===== src/rtl/vr_rr_arb.sv =====
// Round-robin arbiter over NUM_REQ valid/ready sources feeding a registered forward slice.
// Multi-beat packets hold the grant from the first accepted beat until the s_last beat.
module vr_rr_arb #(
  parameter int  NUM_REQ       = 4,
  parameter type PLD_TYPE      = logic,
  parameter bit  NO_DATA_RESET = 1'b0,
  localparam int IDW           = (NUM_REQ > 1) ? $clog2(NUM_REQ) : 1
) (
  input  logic               clk,
  input  logic               rst_n,
  input  PLD_TYPE            s_pld [NUM_REQ],
  input  logic [NUM_REQ-1:0] s_vld,
  input  logic [NUM_REQ-1:0] s_last,
  output logic [NUM_REQ-1:0] s_rdy,
  output PLD_TYPE            m_pld,
  output logic               m_vld,
  output logic               m_last,
  output logic [IDW-1:0]     m_src_id,
  input  logic               m_rdy
);

  logic               rst_lock_n;
  logic               lock;
  logic [IDW-1:0]     lock_id;
  logic [IDW-1:0]     ptr;
  logic [IDW-1:0]     ptr_nxt;
  logic [NUM_REQ-1:0] vld_rot;
  logic [IDW:0]       idx_sum;
  logic [IDW-1:0]     rr_gnt;
  logic [IDW-1:0]     gnt;
  logic               gnt_vld;
  logic               gnt_last;
  PLD_TYPE            gnt_pld;
  logic               out_en;
  logic               xfer;

  assign out_en = (~m_vld | m_rdy) & rst_lock_n;

  // Rotate valids so bit 0 is the pointer position; the lowest set bit of the
  // rotated vector is the winner, mapped back to an absolute index modulo NUM_REQ.
  always_comb begin
    vld_rot = NUM_REQ'({s_vld, s_vld} >> ptr);
    rr_gnt  = '0;
    idx_sum = '0;
    for (int k = NUM_REQ - 1; k >= 0; k--) begin
      if (vld_rot[k]) begin
        idx_sum = {1'b0, ptr} + (IDW+1)'(k);
        if (idx_sum >= (IDW+1)'(NUM_REQ)) begin
          idx_sum = idx_sum - (IDW+1)'(NUM_REQ);
        end
        rr_gnt = idx_sum[IDW-1:0];
      end
    end
  end

  always_comb begin
    if (lock) begin
      gnt     = lock_id;
      gnt_vld = s_vld[lock_id];
    end else begin
      gnt     = rr_gnt;
      gnt_vld = |s_vld;
    end
  end

  always_comb begin
    s_rdy = '0;
    for (int i = 0; i < NUM_REQ; i++) begin
      s_rdy[i] = out_en & gnt_vld & (gnt == IDW'(i));
    end
  end

  assign xfer     = |(s_vld & s_rdy);
  assign gnt_pld  = s_pld[gnt];
  assign gnt_last = s_last[gnt];
  assign ptr_nxt  = (gnt == IDW'(NUM_REQ - 1)) ? '0 : gnt + IDW'(1);

  // Holds s_rdy low for the first cycle after reset release.
  always_ff @(posedge clk or negedge rst_n) begin
    if (!rst_n) begin
      rst_lock_n <= 1'b0;
    end else begin
      rst_lock_n <= 1'b1;
    end
  end

  // A load and a drain in the same cycle resolve to a load, keeping 1 beat/cycle.
  always_ff @(posedge clk or negedge rst_n) begin
    if (!rst_n) begin
      m_vld    <= 1'b0;
      m_last   <= 1'b0;
      m_src_id <= '0;
      ptr      <= '0;
      lock     <= 1'b0;
      lock_id  <= '0;
    end else if (xfer) begin
      m_vld    <= 1'b1;
      m_last   <= gnt_last;
      m_src_id <= gnt;
      if (gnt_last) begin
        lock <= 1'b0;
        ptr  <= ptr_nxt;
      end else begin
        lock    <= 1'b1;
        lock_id <= gnt;
      end
    end else if (m_vld & m_rdy) begin
      m_vld <= 1'b0;
    end
  end

  if (NO_DATA_RESET) begin : g_pld_nrst
    always_ff @(posedge clk) begin
      if (xfer) begin
        m_pld <= gnt_pld;
      end
    end
  end else begin : g_pld_rst
    always_ff @(posedge clk or negedge rst_n) begin
      if (!rst_n) begin
        m_pld <= '0;
      end else if (xfer) begin
        m_pld <= gnt_pld;
      end
    end
  end

endmodule


===== config.mk =====
export PLATFORM = sky130hd
export DESIGN_NAME = vr_rr_arb
export DESIGN_NICKNAME = d
export VERILOG_FILES = /design/src/rtl/vr_rr_arb.sv
export SDC_FILE = /design/constraint.sdc
export NUM_CORES = 1
export LEC_CHECK = 0
export ABC_CLOCK_PERIOD_IN_PS = 3700
export BUFFER_PORTS_ARGS = -buffer_cell sky130_fd_sc_hd__buf_4
export CAP_MARGIN = 30
export CORE_ASPECT_RATIO = 1.2
export CORE_MARGIN = 2
export CORE_UTILIZATION = 45
export DETAILED_ROUTE_END_ITERATION = 16
export GPL_ROUTABILITY_DRIVEN = 1
export PLACE_DENSITY_LB_ADDON = 0.08
export SYNTH_ARGS = -nofsm -noshare
export SYNTH_HDL_FRONTEND = slang
export SYNTH_SLANG_ARGS = --single-unit

===== constraint.sdc =====
create_clock -name clk -period 3.7 [get_ports clk]
set_input_delay 0.74 -clock clk [delete_from_list [all_inputs] [get_ports clk]]
set_output_delay 0.74 -clock clk [all_outputs]
set_load 0.005 [all_outputs]

**Word level (Yosys, flattened, before mapping)**

Index checks and enable logic that the tools add are counted.

- Add/sub/neg operators: 8
- Magnitude comparators: 7
- Eq/ne operators: 3
- Shift operators: 1
- Muxes and demuxes: 21
- Bitwise logic cells: 12
- Reduce and logical (&&, ||, !) cells: 6

Operators with widths:

| kind | count |
|---|---|
| $mux W2 | 10 |
| $ge A3 B3 Y1 const B | 4 |
| $mux W1 | 8 |
| $reduce_or A4 Y1 | 2 |
| $shr A8 B2 Y4 | 1 |
| $sub A2 B1 Y2 const B | 4 |
| $and A1 B1 Y1 | 7 |
| $add A2 B2 Y3 const B | 2 |
| $bmux W1 S2 | 3 |
| $lt A2 B3 Y1 const B | 2 |
| $and A4 B4 Y4 | 1 |
| $eq A2 B2 Y1 const B | 2 |
| $reduce_and A2 Y1 | 2 |
| $add A2 B1 Y3 const B | 1 |
| $ge A2 B3 Y1 const B | 1 |
| $not A2 Y3 | 1 |
| $add A2 B1 Y2 const B | 1 |
| $eq A2 B1 Y1 const B | 1 |
| $logic_not A2 Y1 | 1 |
| $not A1 Y1 | 2 |
| $reduce_bool A2 Y1 | 1 |
| $or A1 B1 Y1 | 1 |

- Register bits after elaboration: 11
- Input bits: 15
- Word-level logic and storage cells: 66

**Depth between registers and ports, before layout**

- Word-level depth: 13
- Gate-level depth with buffers: 12

**Worst setup path before layout**

Ideal clock, no wire load.

- Kind: input -> register
- Start point: input port s_vld[0]
- End point: register ptr[0]
- Library setup time: 78 ps
- Data arrival time: 2,735 ps
- Required time: 3,622 ps
- Slack: 887 ps
- Stages on the path: 11
- Path buffers: 1
- Cell sequence: or3b_2 > a41o_1 > o41ai_4 > inv_1 > ha_1 > a22oi_1 > nand2_1 > nand2_1 > clkbuf_1 > o21ai_0 > a21oi_1

- Cells in the longest elaborated chain, start to end: 11

RTL lines:

| item | RTL line | RTL |
|---|---|---|
| from (decl) | 12 | `input logic [NUM_REQ-1:0] s_vld,` |
| $shr A8 B2 Y4 * | 42 | `vld_rot = NUM_REQ'({s_vld, s_vld} >> ptr);` |
| $mux W2 (3 in a row) | 46 | `if (vld_rot[k]) begin` |
| $mux W2 * | 46 |  |
| $mux W2 * | 57 | `if (lock) begin` |
| named net gnt[1] | 30 | `logic [IDW-1:0] gnt;` |
| $eq A2 B1 Y1, or another cell as far along | 69 | `s_rdy[i] = out_en & gnt_vld & (gnt == IDW'(i));` |
| $and A1 B1 Y1 | 69 |  |
| $and A4 B4 Y4 | 73 | `assign xfer = \|(s_vld & s_rdy);` |
| $reduce_or A4 Y1 | 73 |  |
| $reduce_and A2 Y1 (no line) | n/a |  |
| to (signal assigned) | 102 | `ptr <= ptr_nxt;` |
| to (decl) | 25 | `logic [IDW-1:0] ptr;` |

Mark *: on every way through the listed nets, which the timed path passes. The rest lies on a longest branch. The select of a mux whose other input is x is not followed.
A chain may end at the register's enable or synchronous reset.

**Final worst setup path**

- Start point: input port s_vld[0]
- End point: output port s_rdy[3]

- Cells in the longest elaborated chain, start to end: 8

RTL lines:

| item | RTL line | RTL |
|---|---|---|
| $shr A8 B2 Y4 * | 42 |  |
| $mux W2 (3 in a row) | 46 |  |
| $mux W2 * | 46 |  |
| $mux W2 * | 57 |  |
| named net gnt[1] | 30 |  |
| $eq A2 B2 Y1 * | 69 |  |
| $and A1 B1 Y1 * | 69 |  |
| to (decl) | 14 | `output logic [NUM_REQ-1:0] s_rdy,` |

Marked as above.

==> out/summary.txt <==
cell area after technology mapping -> 803 µm²
Die Y -> 50.3 µm
clock tree buffer depth -> 2
final setup fails -> 0
Routed WL -> 1920 µm
Critical R2R Launch -> ptr[0]$_DFFE_PN0P_
Yosys Warn Count -> 0
count of flip-flops with a built-in enable after synthesis -> 0
dpl ws -> 525 ps
number of clock sinks -> 11
post-synthesis area per instance -> 9.68 µm²
Iter 0 DRT Violations -> 8
WP data required -> 2960 ps
CTS Root Cell -> sky130_fd_sc_hd__clkbuf_4
Detail Route met2 WL -> 968 µm
result of the run -> finished, final reports clean
HPWL Detailed -> 1510 µm
power per cell area -> 669 nW/µm²
Detail Route Antenna Nets -> 0
total length of routed met3 wires -> 104 µm
number of antenna violations at the first check in global routing -> 0
placer's final routability congestion estimate -> 0.816
wire length of the first global-routing pass -> 3430 µm
delay of the slowest cell on the worst path -> 590 ps
post-synthesis sequential area ratio -> 0.343
setup TNS after final layout -> 0 ps
hold violation total from the final report -> 0
GRT Util Overall -> 0.210
met1 wire length -> 795 µm
Max-slew headroom -> 0.585
area of the die -> 2140 µm²
sequential cell area -> 275 µm²
worst hold margin -> 276 ps
site row count -> 16
Floorplan Core Area -> 1660 µm²
drt wl/cell -> 15.0 µm
starting utilization of the core area -> 0.483
share of final-layout standard cells stronger than drive strength 1 -> 0.327
cts hold-fix bufs -> 0
share of the clock period used by the worst path after layout -> 0.844
layout overhead on the synthesized area -> 28.2%
clock tree skew after final layout -> 2.87 ps
number of global-route vias before repair -> 753
number of H-tree levels -> 1
area of the multi-input gates -> 494 µm²
critical path's slowest cell -> sky130_fd_sc_hd__o41ai_4
Leak -> 0.000507 µW
number of iterations in the first detailed-routing pass -> 4
count of max-cap constraint violations -> 0
startpoint type of the worst setup path -> input pin
Crit path buffers/inverters -> 3
Mapped Nets -> 102
number of filler cells placed in the layout -> 142
startpoint of the worst setup timing path -> s_vld[0]
Hold WC Path Type -> input pin to asynchronous set/reset pin
clock transition time at the flip-flop clock pins of the worst setup and hold paths -> 80 ps
final critical path time including I/O delays and setup -> 3120 ps
per-cell via count in the routed design -> 5.83
CTS-repair resized insts -> 0
maximum number of pins on one net before global-route repair -> 12
topmost layer with routed signal wires -> met4
worst setup path class -> input pin to primary output
leading register cell type out of synthesis -> sky130_fd_sc_hd__dfrtp_1
crit end category -> primary output
largest delay contributor family on the critical path -> compound AO/OA/AOI/OAI gates
Final Max Slew Viols -> 0
Antenna Cells -> 0
total of buffers placed on input and output ports -> 23
global-route congestion overflow total -> 0
clock tree from TritonCTS -> done
Residual DRC -> 0
Worst-Skew Late Latency -> 280 ps
number of buffers inserted during clock tree synthesis -> 3
largest voltage drop on the vdd net -> 412 µV
synthesized netlist cell count -> 83
Worst Max-Slew Pin Slew -> 620 ps
worst path setup slack after routing -> 576 ps
achievable frequency -> 320 MHz
crit-path max FO -> 10
setup repair after global routing missed its margin -> false
chip width -> 42.6 µm
crit-path most repeated cell -> sky130_fd_sc_hd__buf_4
data arrival time of the critical path -> 2380 ps
number of storage elements in the synthesis netlist -> 11
number of primary I/O pins -> 24
overall power after layout -> 689 µW
DR vias -> 746
count of unique library cells instantiated by Yosys -> 34
FFs w/ async S/R, synth -> 1.00
list of cells traversed by the critical path -> buf_4 > a32o_1 > o41ai_4 > inv_1 > ha_1 > and2_1 > buf_4
number of nets in the final layout -> 130
postcts setup bufs -> 0
==> flip-flops by register name (all words and copies together), names as in the netlist <==
signal      cells
m_pld           1
m_last          1
m_vld           1
lock_id         2
rst_lock_n      1
m_src_id        2
ptr             2
lock            1
==> cells by family (layout without fill, tap and decap cells) <==
logic type | after synthesis | count (layout) | share of synthesized area
adders and majority gates | 4 | 4 | 0.0623
DFF | 11 | 11 | 0.343
buffers and inverters | 8 | 35 | 0.0421
AOI/OAI and AO/OA | 26 | 26 | 0.257
other | 1 | 1 | 0.00467
muxes | 7 | 7 | 0.107
and+or+nand+nor | 26 | 26 | 0.184
==> metrics by stage <==
stage | util | std cells | area, µm²
4_1_cts | 0.620 | 128 | 1030
3_5_place_dp | 0.603 | 124 | 1000
3_3_place_gp | 0.603 | 124 | 1000
6_report | 0.620 | 128 | 1030
2_1_floorplan | - | 83 | 803
5_1_grt | 0.620 | 128 | 1030
==> layer usage <==
layer,track usage,vias to the layer above
li1,-,362
met5,0,-
met2,0.354,23
met3,0.0360,7
met1,0.264,354
met4,0.0833,0
==> cell usage in the layout, fill, tap and decap left out, types with 2 or more instances in the layout <==
cell	instances
sky130_fd_sc_hd__mux2_2	2
sky130_fd_sc_hd__clkbuf_4	3
sky130_fd_sc_hd__ha_1	4
sky130_fd_sc_hd__nor2_1	2
sky130_fd_sc_hd__a21o_1	2
sky130_fd_sc_hd__a21oi_1	7
sky130_fd_sc_hd__inv_1	6
sky130_fd_sc_hd__nand3_1	2
sky130_fd_sc_hd__nand2_1	7
sky130_fd_sc_hd__mux2i_1	3
sky130_fd_sc_hd__or2b_1	3
sky130_fd_sc_hd__o21ai_0	4
sky130_fd_sc_hd__a22oi_1	3
sky130_fd_sc_hd__dfrtp_1	11
sky130_fd_sc_hd__and2_1	6
sky130_fd_sc_hd__buf_4	25
sky130_fd_sc_hd__nand2b_1	2
==> layout make-up <==
cell class / count / share of cell area
well taps: 18 / 0.0219
flip-flops and latches: 11 / 0.267
inverters: 6 / 0.0219
clock buffers: 3 / 0.0219
clock inverters: 1 / 0.00486
repair buffers: 25 / 0.182
multi-input cells: 64 / 0.480
==> cell usage after synthesis, types with 2 or more instances <==
cell type	instances	area, µm²
sky130_fd_sc_hd__ha_1	4	50.1
sky130_fd_sc_hd__nand2b_1	2	12.5
sky130_fd_sc_hd__nand2_1	7	26.3
sky130_fd_sc_hd__nand3_1	2	10.0
sky130_fd_sc_hd__a21oi_1	7	35.0
sky130_fd_sc_hd__a21o_1	2	15.0
sky130_fd_sc_hd__dfrtp_1	11	275
sky130_fd_sc_hd__nor2_1	2	7.51
sky130_fd_sc_hd__a22oi_1	3	22.5
sky130_fd_sc_hd__mux2_2	2	22.5
sky130_fd_sc_hd__mux2i_1	3	30.0
sky130_fd_sc_hd__or2b_1	3	22.5
sky130_fd_sc_hd__and2_1	6	37.5
sky130_fd_sc_hd__inv_1	6	22.5
sky130_fd_sc_hd__o21ai_0	4	20.0
==> report_power, final <==
group | internal [µW] | switching [µW] | total (µW)
clock | 40.2 | 47.5 | 87.7
sequential | 164 | 45.8 | 209
combinational | 195 | 197 | 392
==> worst register-to-register path, delay by kind of cell (launching register included) <==
kind / cells / cell delay (ps)
adder cells (fa/ha/maj): 1 / 280
AND/OR/NAND/NOR: 3 / 360
flip-flops: 1 / 500
multiplexers: 1 / 360
AO/OA/AOI/OAI: 4 / 1240
==> path summary, 6_finish.rpt <==
check	end	slack, ps	cells after the start
setup / recovery	s_rdy[3]	580	7
hold / removal	ptr[1]$_DFFE_PN0P_	280	1
setup reg to reg	ptr[1]$_DFFE_PN0P_	870	9
hold reg to reg	m_src_id[0]$_DFFE_PN0P_	480	2
max in group asynchronous	lock_id[1]$_DFFE_PN0P_	3270	1
min in group clk	m_src_id[0]$_DFFE_PN0P_	480	2
Note: power is estimated with default switching activity, not from simulation.
